**config.mk**
```make
export PLATFORM = sky130hd
export DESIGN_NAME = vga_frame_scheduler
export DESIGN_NICKNAME = d
export VERILOG_FILES = /design/src/rtl/vga_frame_scheduler.sv
export SDC_FILE = /design/constraint.sdc
export NUM_CORES = 1
export LEC_CHECK = 0
export ABC_AREA = 1
export CAP_MARGIN = 20
export CORE_MARGIN = 1
export CORE_UTILIZATION = 30
export CTS_CLUSTER_SIZE = 8
export DETAILED_ROUTE_END_ITERATION = 6
export GPL_TIMING_DRIVEN = 0
export SLEW_MARGIN = 20
export SYNTH_ARGS = -nofsm -noshare
export SYNTH_HDL_FRONTEND = slang
export SYNTH_SLANG_ARGS = --single-unit
```
**constraint.sdc**
```tcl
create_clock -name i_clock_50 -period 5.8 [get_ports i_clock_50]
set_clock_uncertainty 0.15 [all_clocks]
set_input_delay 0.58 -clock i_clock_50 [delete_from_list [all_inputs] [get_ports i_clock_50]]
set_output_delay 0.58 -clock i_clock_50 [all_outputs]
set_load 0.03 [all_outputs]
```
**src/rtl/vga_frame_scheduler.sv**
```systemverilog
// vga_frame_scheduler: once per frame, runs the map controller over the tile grid. It then hands
// the single VGA adapter port to each requesting sprite drawer in turn, round-robin. The adapter
// inputs are driven from a registered mux over the active source.
module vga_frame_scheduler #(
  parameter int unsigned NUM_REQ      = 5,
  parameter int unsigned FRAME_CYCLES = 833333,
  parameter int unsigned SPR_TIMEOUT  = 1024
) (
  input  logic                   i_clock_50,
  input  logic                   i_reset,
  output logic                   o_map_en,
  output logic                   o_map_reset,
  input  logic                   i_map_done,
  input  logic                   i_map_plot,
  input  logic [7:0]             i_map_x,
  input  logic [6:0]             i_map_y,
  input  logic [2:0]             i_map_color,
  input  logic [NUM_REQ-1:0]     i_req,
  input  logic [NUM_REQ-1:0]     i_done,
  output logic [NUM_REQ-1:0]     o_grant,
  input  logic [NUM_REQ-1:0]     i_spr_plot,
  input  logic [8*NUM_REQ-1:0]   i_spr_x,
  input  logic [7*NUM_REQ-1:0]   i_spr_y,
  input  logic [3*NUM_REQ-1:0]   i_spr_color,
  output logic                   o_vga_plot,
  output logic [7:0]             o_vga_x,
  output logic [6:0]             o_vga_y,
  output logic [2:0]             o_vga_color,
  output logic                   o_frame_start,
  output logic                   o_busy,
  output logic                   o_overrun,
  output logic                   o_timeout_err
);

  localparam int unsigned IdxW = (NUM_REQ > 1) ? $clog2(NUM_REQ) : 1;
  localparam int unsigned FcW  = (FRAME_CYCLES > 1) ? $clog2(FRAME_CYCLES) : 1;
  localparam int unsigned WdW  = (SPR_TIMEOUT > 1) ? $clog2(SPR_TIMEOUT) : 1;

  localparam logic [FcW-1:0]  FcLast  = FcW'(FRAME_CYCLES - 1);
  localparam logic [WdW-1:0]  WdLast  = WdW'(SPR_TIMEOUT - 1);
  localparam logic [IdxW-1:0] IdxLast = IdxW'(NUM_REQ - 1);

  typedef enum logic [2:0] {
    StIdle,
    StMapRst,
    StMapDraw,
    StArb,
    StSprite
  } state_e;

  state_e              r_state;
  logic [FcW-1:0]      r_frame_cnt;
  logic [WdW-1:0]      r_wdog;
  logic [NUM_REQ-1:0]  r_served;
  logic [IdxW-1:0]     r_ptr;
  logic [IdxW-1:0]     r_gidx;
  logic [NUM_REQ-1:0]  r_grant;
  logic                r_map_en;
  logic                r_map_reset;
  logic                r_frame_start;
  logic                r_busy;
  logic                r_overrun;
  logic                r_timeout_err;
  logic                r_vga_plot;
  logic [7:0]          r_vga_x;
  logic [6:0]          r_vga_y;
  logic [2:0]          r_vga_color;

  logic                w_tick;
  logic [NUM_REQ-1:0]  w_pend;
  logic                w_arb_found;
  logic [IdxW-1:0]     w_arb_idx;
  logic [NUM_REQ-1:0]  w_arb_onehot;
  int                  w_scan;
  logic                w_done_g;
  logic                w_spr_plot;
  logic [7:0]          w_spr_x;
  logic [6:0]          w_spr_y;
  logic [2:0]          w_spr_color;
  logic                w_wd_expired;
  logic                w_spr_exit;
  logic [IdxW-1:0]     w_ptr_next;

  assign w_tick       = (r_frame_cnt == FcLast);
  assign w_pend       = i_req & ~r_served;
  assign w_wd_expired = (r_wdog == WdLast);
  assign w_spr_exit   = (r_state == StSprite) && (w_done_g || w_wd_expired);
  assign w_ptr_next   = (r_gidx == IdxLast) ? '0 : r_gidx + IdxW'(1);

  // Free-running frame counter; the tick fires on the cycle the counter sits at its last value.
  always_ff @(posedge i_clock_50) begin
    if (!i_reset) begin
      r_frame_cnt <= '0;
    end else if (w_tick) begin
      r_frame_cnt <= '0;
    end else begin
      r_frame_cnt <= r_frame_cnt + FcW'(1);
    end
  end

  // Select the granted drawer's pixel stream and completion pulse.
  always_comb begin
    w_done_g    = 1'b0;
    w_spr_plot  = 1'b0;
    w_spr_x     = '0;
    w_spr_y     = '0;
    w_spr_color = '0;
    for (int i = 0; i < int'(NUM_REQ); i++) begin
      if (r_gidx == IdxW'(i)) begin
        w_done_g    = i_done[i];
        w_spr_plot  = i_spr_plot[i];
        w_spr_x     = i_spr_x[8*i +: 8];
        w_spr_y     = i_spr_y[7*i +: 7];
        w_spr_color = i_spr_color[3*i +: 3];
      end
    end
  end

  // Round-robin search over pending (requesting and not yet served) drawers, from the pointer.
  always_comb begin
    w_arb_found = 1'b0;
    w_arb_idx   = '0;
    w_scan      = 0;
    for (int k = 0; k < int'(NUM_REQ); k++) begin
      w_scan = int'(r_ptr) + k;
      if (w_scan >= int'(NUM_REQ)) begin
        w_scan = w_scan - int'(NUM_REQ);
      end
      if (!w_arb_found && w_pend[IdxW'(w_scan)]) begin
        w_arb_found = 1'b1;
        w_arb_idx   = IdxW'(w_scan);
      end
    end
  end

  // One-hot grant vector for the arbitration winner.
  always_comb begin
    w_arb_onehot = '0;
    for (int i = 0; i < int'(NUM_REQ); i++) begin
      w_arb_onehot[i] = (w_arb_idx == IdxW'(i));
    end
  end

  // Frame sequencing FSM with registered control outputs.
  always_ff @(posedge i_clock_50) begin
    if (!i_reset) begin
      r_state       <= StIdle;
      r_wdog        <= '0;
      r_served      <= '0;
      r_ptr         <= '0;
      r_gidx        <= '0;
      r_grant       <= '0;
      r_map_en      <= 1'b0;
      r_map_reset   <= 1'b0;
      r_frame_start <= 1'b0;
      r_busy        <= 1'b0;
      r_overrun     <= 1'b0;
      r_timeout_err <= 1'b0;
    end else begin
      r_frame_start <= 1'b0;
      r_map_reset   <= 1'b0;
      // A tick that lands mid-frame is dropped; only the sticky flag records it.
      if (w_tick && (r_state != StIdle)) begin
        r_overrun <= 1'b1;
      end
      case (r_state)
        StIdle: begin
          if (w_tick) begin
            r_state       <= StMapRst;
            r_frame_start <= 1'b1;
            r_map_reset   <= 1'b1;
            r_busy        <= 1'b1;
          end
        end
        StMapRst: begin
          r_state  <= StMapDraw;
          r_map_en <= 1'b1;
        end
        StMapDraw: begin
          if (i_map_done) begin
            r_map_en <= 1'b0;
            r_served <= '0;
            r_state  <= StArb;
          end
        end
        StArb: begin
          if (w_arb_found) begin
            r_gidx  <= w_arb_idx;
            r_grant <= w_arb_onehot;
            r_wdog  <= '0;
            r_state <= StSprite;
          end else begin
            r_state <= StIdle;
            r_busy  <= 1'b0;
          end
        end
        StSprite: begin
          r_wdog <= r_wdog + WdW'(1);
          if (w_spr_exit) begin
            r_grant          <= '0;
            r_served[r_gidx] <= 1'b1;
            r_ptr            <= w_ptr_next;
            r_state          <= StArb;
            // A done arriving on the watchdog's last cycle still counts as a clean finish.
            if (!w_done_g) begin
              r_timeout_err <= 1'b1;
            end
          end
        end
        default: begin
          r_state <= StIdle;
          r_busy  <= 1'b0;
        end
      endcase
    end
  end

  // Registered VGA mux; plot is suppressed on the edge a source loses the port.
  always_ff @(posedge i_clock_50) begin
    if (!i_reset) begin
      r_vga_plot  <= 1'b0;
      r_vga_x     <= '0;
      r_vga_y     <= '0;
      r_vga_color <= '0;
    end else begin
      case (r_state)
        StMapDraw: begin
          r_vga_plot  <= i_map_plot && !i_map_done;
          r_vga_x     <= i_map_x;
          r_vga_y     <= i_map_y;
          r_vga_color <= i_map_color;
        end
        StSprite: begin
          r_vga_plot  <= w_spr_plot && !w_spr_exit;
          r_vga_x     <= w_spr_x;
          r_vga_y     <= w_spr_y;
          r_vga_color <= w_spr_color;
        end
        default: begin
          r_vga_plot <= 1'b0;
        end
      endcase
    end
  end

  assign o_map_en      = r_map_en;
  assign o_map_reset   = r_map_reset;
  assign o_grant       = r_grant;
  assign o_vga_plot    = r_vga_plot;
  assign o_vga_x       = r_vga_x;
  assign o_vga_y       = r_vga_y;
  assign o_vga_color   = r_vga_color;
  assign o_frame_start = r_frame_start;
  assign o_busy        = r_busy;
  assign o_overrun     = r_overrun;
  assign o_timeout_err = r_timeout_err;

endmodule

```
==> flow_summary.ini <==
[run_status]
status = finished clean

[die]
top_level_i_o_count = 157
fp-row-count = 48
die_width_um = 135.4
placeableCoreArea_um2 = 17360
die_area_um2 = 18330
initial_utilization_pct = 30.75
fp.dieH_um = 135.4

[synthesis]
synth_top_cells_by_area = sky130_fd_sc_hd__dfxtp_1 27%, sky130_fd_sc_hd__nand2_1 13%, sky130_fd_sc_hd__nand3_1 9.1%
yosys_register_bits = 73
mappedNetlistArea_um2 = 5338
post-synth-top-count-cell = sky130_fd_sc_hd__nand2_1
syn-instance-count = 808
number_of_enable_type_register_cells_in_the_synthesized_netlist = 0
dominantRegCellSynth = sky130_fd_sc_hd__dfxtp_1
yosys.cell_types.count = 51
synth_nets = 952
part_of_the_yosys_area_used_for_sequential_elements_pct = 27.38
ys_top_cells_by_count = 184 x sky130_fd_sc_hd__nand2_1, 97 x sky130_fd_sc_hd__nand3_1, 83 x sky130_fd_sc_hd__inv_1
synth.largest_area_cell = sky130_fd_sc_hd__dfxtp_1
synth_area_per_cell_um2 = 6.606
synthesis.yosys.warnings = 0
synthArstFlopShare_pct = 0
post_synth_top_area_share_pct = 27.38

[timing]
slew_violations = 0
period_needed_ns = 3.322
slew_headroom_pct = 59.15
setup_viol = 0
timing.final.ws_setup_ns = 2.478
setup_tns_ns = 0
number_of_failing_hold_endpoints_at_the_final_stage = 0
maxClockFrequency_mhz = 301.0
post-route-period-util_pct = 57.27
worst-slew-pin-transition_ns = 0.6122
rsz_0062_raised_after_global_routing = false

[critical_path]
path_class = reg2reg
worst_setup_path_start_kind = register
cp_top_family = simple AND/OR/NAND/NOR gates
cpMaxStageDelayCell = sky130_fd_sc_hd__fa_1
crit_path_cell_trace = buf_6, inv_6, ha_1, inv_1, fa_1, a21oi_2, nand2_1, o21ai_1, inv_2, nand3_1, nand2_1, nand2_1, nand2_4, nand3_1, nor2_1, nor2_1, nand3_1, nor2_4, nand2_1, a21oi_2
cp.required_ns = 5.91
cp.arrival_ns = 3.43
crit_path_max_fanout = 11
worstPathBufferInverterCount = 4
cp_slowest_stage_delay_ns = 0.42
critical_path.most_common_cell = sky130_fd_sc_hd__nand2_1
setup.worst_path.end_class = register

[grt]
overflow = 0
antenna_found_initial = 0
global_route.usage.total_pct = 19.87
grt_start_max_net_pins = 15
first_pass_grt_wire_length_um = 28210
grt_pass1_vias = 5554

[route]
wirelength_um = 17810
drt_first_iter_violations = 308
drt_pre_antenna_iters = 5
drc = 0
routedLengthMet1_um = 7401
drt-wirelength-per-cell_um = 14.79
dr_wl_met2_um = 8837
via_per_inst = 4.875
ant_nets = 0
dr_total_vias = 5870
wl_met3_um = 1110
top_layer_used = met4

[clock_network]
numClockSinks = 73
cts.root.buffer_cell = sky130_fd_sc_hd__clkbuf_16
clkTransAtPathRegs_ns = 0.06
post_cts_resize_count = 0
cts_inserted_buffers = 9
clk_path_buf_depth = 2
clk-insertion-delay-late_ns = 0.34
cts_tree = built
cts_setup_buffers = 0
ctsHtreeMaxLevel = 3
cts_hold_fix_bufs = 0

[worst_hold_path]
hold_class = reg2reg

[finish]
finalNetCount = 1118
finish.utilization_pct = 43.25
filler_cell_count = 1824
num_antenna_cells = 0
final_cell_area_um2 = 7507
final_layout_size_suffix_gt1_share_pct = 9.193
syn2layout_area_growth_pct = 40.65

[place]
place_congestion = 0.8593
placement_stage_worst_setup_slack_ns = 2.537
place_area_um2 = 7171
place_hpwl_um = 14650
portBuffers = 155

[power]
static-leakage-power_nw = 2.926
power_density_nw_per_um2 = 171.0
vdd_drop_max_mv = 0.1239

[job]
max_capacitance_violation_total = 0
## metrics by stage
step	total power [mW]	hold slack (ns)	cells
detailed placement	0.6719	0.3010	1188
global placement	0.6717	0.2938	1188
finish	1.283	0.3034	1204
CTS	1.295	0.3099	1204
floorplan	0.5647	0.2797	808
global route	1.329	0.3316	1204
## worst min-delay path, cell delays in order, from the launching register on
cell and delay, ns:
sky130_fd_sc_hd__dfxtp_1 0.31, sky130_fd_sc_hd__inv_1 0.05, sky130_fd_sc_hd__a21oi_1 0.05
## final cells by class
cell class                      instances  area, um2  area share (%)
Timing Repair Buffer                  155       1551           20.67
Clock inverter                          6      97.59           1.300
Multi-Input combinational cell        606       3353           44.67
Clock buffer                           10      239.0           3.183
Buffer                                 33      155.1           2.067
Inverter                               96      367.9           4.900
Tap cell                              225      281.5           3.750
Sequential cell                        73       1461           19.47
## layer usage
metal	vias to the layer above	global-route usage, %
li1	3055	-
met1	2628	22.91
met2	165	35.07
met3	22	4.976
met4	0	7.615
met5	-	0
## cells by family after synthesis
family	share of synthesized area [%]
AND/OR/NAND/NOR	40.72
AO/OA/AOI/OAI	16.67
buffers and inverters	9.799
flip-flops	27.38
adder cells (fa/ha/maj)	4.126
XOR/XNOR	1.313
## sequential cells by signal, summed over array words and instances, names as in the netlist, 5 cells and up
name         flops
o_grant          5
o_vga_x          8
o_vga_y          7
r_frame_cnt     20
r_served         5
r_wdog          10
## final timing paths
check | endpoint | slack [ns] | from | cells after the start
worst max-delay path | o_grant[0]$_SDFFE_PN0P_ | 2.48 | r_ptr[0]$_SDFFE_PN0P_ | 20
worst min register to register | o_timeout_err$_SDFFE_PN0P_ | 0.30 | o_timeout_err$_SDFFE_PN0P_ | 2
worst max register to register | o_grant[0]$_SDFFE_PN0P_ | 2.48 | r_ptr[0]$_SDFFE_PN0P_ | 20
worst min-delay path | o_timeout_err$_SDFFE_PN0P_ | 0.30 | o_timeout_err$_SDFFE_PN0P_ | 2
## cell usage in the layout (no fill, tap or decap), drive strengths merged, types with 18 or more instances in the layout
cell type,netlist,layout
a31oi,18,18
inv,94,97
nand4,22,22
o211ai,39,39
clkbuf,25,35
o21ai,41,41
clkdlybuf4s50,0,155
dfxtp,73,73
a21oi,40,40
nand2,208,208
nor2,72,72
nand3,103,103
## report_power, final
part,switching (mW),internal [mW]
Combinational,0.0617,0.0943
Sequential,0.00160,0.503
Clock,0.228,0.395
Power figures use the tool's default switching activity.
==> RTL change 1: new RTL, same settings <==
The 5 states of `state_e` get a one-hot encoding in 5 bits.
--- a/src/rtl/vga_frame_scheduler.sv
+++ b/src/rtl/vga_frame_scheduler.sv
@@ -40,12 +40,12 @@
   localparam logic [WdW-1:0]  WdLast  = WdW'(SPR_TIMEOUT - 1);
   localparam logic [IdxW-1:0] IdxLast = IdxW'(NUM_REQ - 1);
 
-  typedef enum logic [2:0] {
-    StIdle,
-    StMapRst,
-    StMapDraw,
-    StArb,
-    StSprite
+  typedef enum logic [4:0] {
+    StIdle    = 5'b00001,
+    StMapRst  = 5'b00010,
+    StMapDraw = 5'b00100,
+    StArb     = 5'b01000,
+    StSprite  = 5'b10000
   } state_e;
 
   state_e              r_state;
Formal check against the unedited RTL: same outputs for any inputs over 10 cycles, from zero or initial values and one cycle with i_reset low; not proved beyond that.
==> RTL change 1 against the original RTL <==
Cell count increased by 2.2%. Wire length grew 2.6%. Sequential power grew 3%. Via count up 2.4%. Power shrank 4.0%. Synthesized cell count grew 3.1%. Worst setup slack got worse by 81 ps. Design area fell by 0.73%. Sequential cell count grew 2. Area after synthesis shrank 0.63%. Critical path type unchanged. Highest routed layer unchanged.
==> RTL change 1: results <==
metrics = {
    "final_layout": {
        "fillers": 1921,
        "instances_no_fill": 1230,
        "fin_area_um2": 7452,
        "drive_above_1_share_pct": 7.065,
        "layout.nets": 1144,
    },
    "route": {
        "dr_wl_met2_um": 8895,
        "drt_first_iter_violations": 281,
        "wl_per_cell_um": 14.86,
        "wl_met1_um": 7768,
        "dr_total_vias": 6012,
        "wl_met3_um": 1256,
    },
    "synthesis": {
        "yosysUniqueCellTypes": 43,
        "synth_fa_ha_area_share_pct": 4.152,
        "syn_area_per_cell_um2": 6.367,
        "synth_mux_area_share_pct": 0.1887,
        "synth_xor_area_share_pct": 1.651,
        "synth-compound-area-share_pct": 17.62,
        "synth_area_leaders": "dfxtp_1, nand3_1, nand2_1",
        "synth_fp_nets": 977,
    },
    "hold_path": {
        "hold_start": "r_frame_cnt[0]$_SDFF_PP0_",
        "min_path_cells": 1,
        "holdPathEnd": "r_frame_cnt[0]$_SDFF_PP0_",
    },
    "global_routing": {
        "grt_pass1_wl_um": 28720,
        "grtUsageMet2_pct": 35.74,
        "grt_max_degree": 14,
        "grt_pass1_vias": 5750,
        "grt.total_usage_pct": 20.40,
        "grt_use_met1_pct": 24.02,
    },
    "timing": {
        "hold_slack_ps": 295.0,
        "fmax_mhz": 293.9,
        "tightest_slew_ps": 1102,
    },
    "placed_design": {
        "dp.final_hpwl_um": 14940,
        "gp_congestion": 0.8650,
        "place_area_um2": 7147,
        "port_buffers": 156,
    },
    "status": {
        "status": "complete, no violations",
    },
    "power": {
        "pg_clk_uw": 568,
        "clockPowerShare_pct": 46.1,
        "comb_power_share_pct": 11.8,
    },
}
RTL change 1: cell types whose count changed in the layout (fill, tap and decap cells not counted), moves of 19 or more:
cell	delta
o211ai_1	-39
nand2_1	-42
a211oi_1	+19
nand3_1	+21
nor2_1	+42
o21ai_0	+54
RTL change 1: worst max-delay path, stage by stage, from the launching register on:
cell,delay (ps)
dfxtp_1,390
buf_6,190
inv_4,130
ha_1,200
inv_1,60
fa_1,430
a21oi_2,240
nand2_1,150
nand2_2,120
nand2_1,50
nand3_1,60
nand2_1,50
nand2_1,50
nand2_1,100
nor3_2,260
nand2_1,90
nand2_2,80
nand2_1,90
nand2_1,200
nand2_1,80
a21oi_1,140
RTL change 1: layout make-up:
class / count / share of cell area, %
Timing Repair Buffer: 156 / 20.95
Inverter: 90 / 4.600
Sequential cell: 75 / 20.15
Clock buffer: 11 / 3.257
Clock inverter: 5 / 0.8395
Tap cell: 225 / 3.778
Buffer: 38 / 2.283
Multi-Input combinational cell: 630 / 44.14
==> RTL change 2: new RTL, same settings <==
Made on the original files. Change the parameter `SPR_TIMEOUT` from 1024 to 256.
--- a/src/rtl/vga_frame_scheduler.sv
+++ b/src/rtl/vga_frame_scheduler.sv
@@ -4,7 +4,7 @@
 module vga_frame_scheduler #(
   parameter int unsigned NUM_REQ      = 5,
   parameter int unsigned FRAME_CYCLES = 833333,
-  parameter int unsigned SPR_TIMEOUT  = 1024
+  parameter int unsigned SPR_TIMEOUT  = 256
 ) (
   input  logic                   i_clock_50,
   input  logic                   i_reset,
Behaviour: same outputs for any inputs over 10 cycles, from zero or initial values and one cycle with i_reset low; that may be too few to reach the edited logic, so the function may still have changed.
==> RTL change 2 against the original RTL <==
Worst setup slack got worse by 29 ps. Wire length fell by 2.8%. Maximum frequency fell by 0.87%. Core utilization rose by 0.79 points. Design area fell by 6.5%. Synthesized cell count fell by 7.1%. Power fell by 11%. Via count fell by 5.7%. Sequential cell count fell by 2. Cell count fell by 5.5%. Area after synthesis fell by 7.9%. Largest cell class unchanged. Die area fell by 7.8%.
==> RTL change 2: results <==
metrics = {
    "route": {
        "wl_met3_um": 753,
        "dr_wl_met2_um": 8121,
        "dr_total_vias": 5534,
        "wl_per_cell_um": 15.21,
        "vias_per_cell": 4.863,
        "wl_met1_um": 8015,
        "drt_first_iter_violations": 355,
    },
    "final_layout": {
        "seq_cells": 71,
        "multi_input_area_share_pct": 43.53,
        "multi_input_comb_cells": 570,
        "buffer_area_share_pct": 24.09,
        "final-clk-cell-share_pct": 3.885,
        "final_core_util_pct": 44.04,
        "clock_buffers": 11,
        "signal_buffers": 185,
        "drive_above_1_share_pct": 6.949,
    },
    "power": {
        "power_leakage_nw": 2.784,
        "vdd_ir_drop_max_uv": 105.4,
        "pg_seq_uw": 491,
        "pg_clk_uw": 510,
        "p_int_uw": 889.1,
    },
    "worst_setup_path": {
        "rr_worst_depth": 16,
        "r2r-end": "o_grant[3]$_SDFFE_PN0P_",
        "cp.arrival_ps": 3460,
        "crit_start": "r_ptr[1]$_SDFFE_PN0P_",
        "reg2reg_setup_slack_ps": 2450,
    },
    "synthesis": {
        "synth-compound-area-share_pct": 20.75,
        "synth_area_leaders": "dfxtp_1, nand2_1, nand3_1",
        "synth_fa_ha_area_share_pct": 4.481,
        "synthTopCellsByCount": "nand2_1, nand3_1, dfxtp_1",
        "yosysSeqAreaShare_pct": 28.92,
        "yosysUniqueCellTypes": 48,
        "synth_fp_nets": 895,
    },
    "global_routing": {
        "gr-usage-met3_pct": 4.141,
        "grt.total_usage_pct": 21.32,
        "grt_max_degree": 12,
        "grtUsageMet2_pct": 36.36,
        "antenna_found_initial": 1,
    },
    "placed_design": {
        "place_area_um2": 6746,
        "dp.cells": 1123,
        "dp.final_hpwl_um": 14020,
        "port_buffers": 156,
        "dp_slack_ps": 2501,
    },
    "floorplan": {
        "rows": 46,
    },
    "hold_path": {
        "hold_start": "o_busy$_SDFFE_PN0P_",
    },
    "timing": {
        "slew_headroom_pct": 53.16,
    },
    "status": {
        "status": "complete, no violations",
    },
}
[RTL change 2: cell count changes in the layout (fill, tap and decap cells not counted), moves of 6 or more]
cell / delta
nor2_1: -16
a31oi_1: -12
inv_1: -15
nand2_4: -6
nand3_1: -23
a21oi_1: +33
a221oi_1: +14
o211ai_1: -14
nand2_2: -8
[RTL change 2: logic make-up (layout without fill, tap and decap cells)]
group                    count (synthesis)  after routing
AO/OA/AOI/OAI                          168            168
XOR/XNOR                                 6              6
adder cells (fa/ha/maj)                 17             17
buffers and inverters                  110            280
flip-flops                              71             71
other                                    0              1
AND/OR/NAND/NOR                        379            379
[RTL change 2: critical path, stage by stage (launching register included)]
cell      delay [ps]
dfxtp_1          560
inv_1            240
ha_1             280
ha_1             350
nand2_1          170
nand2_4           80
o21ai_1          290
nand3_1          130
nand2_1          160
nand2_1           60
o21ai_0          170
nand3b_1         150
nand3_2          150
nand2_1           70
nor2_1           130
nor2_1            50
nor2_1            80
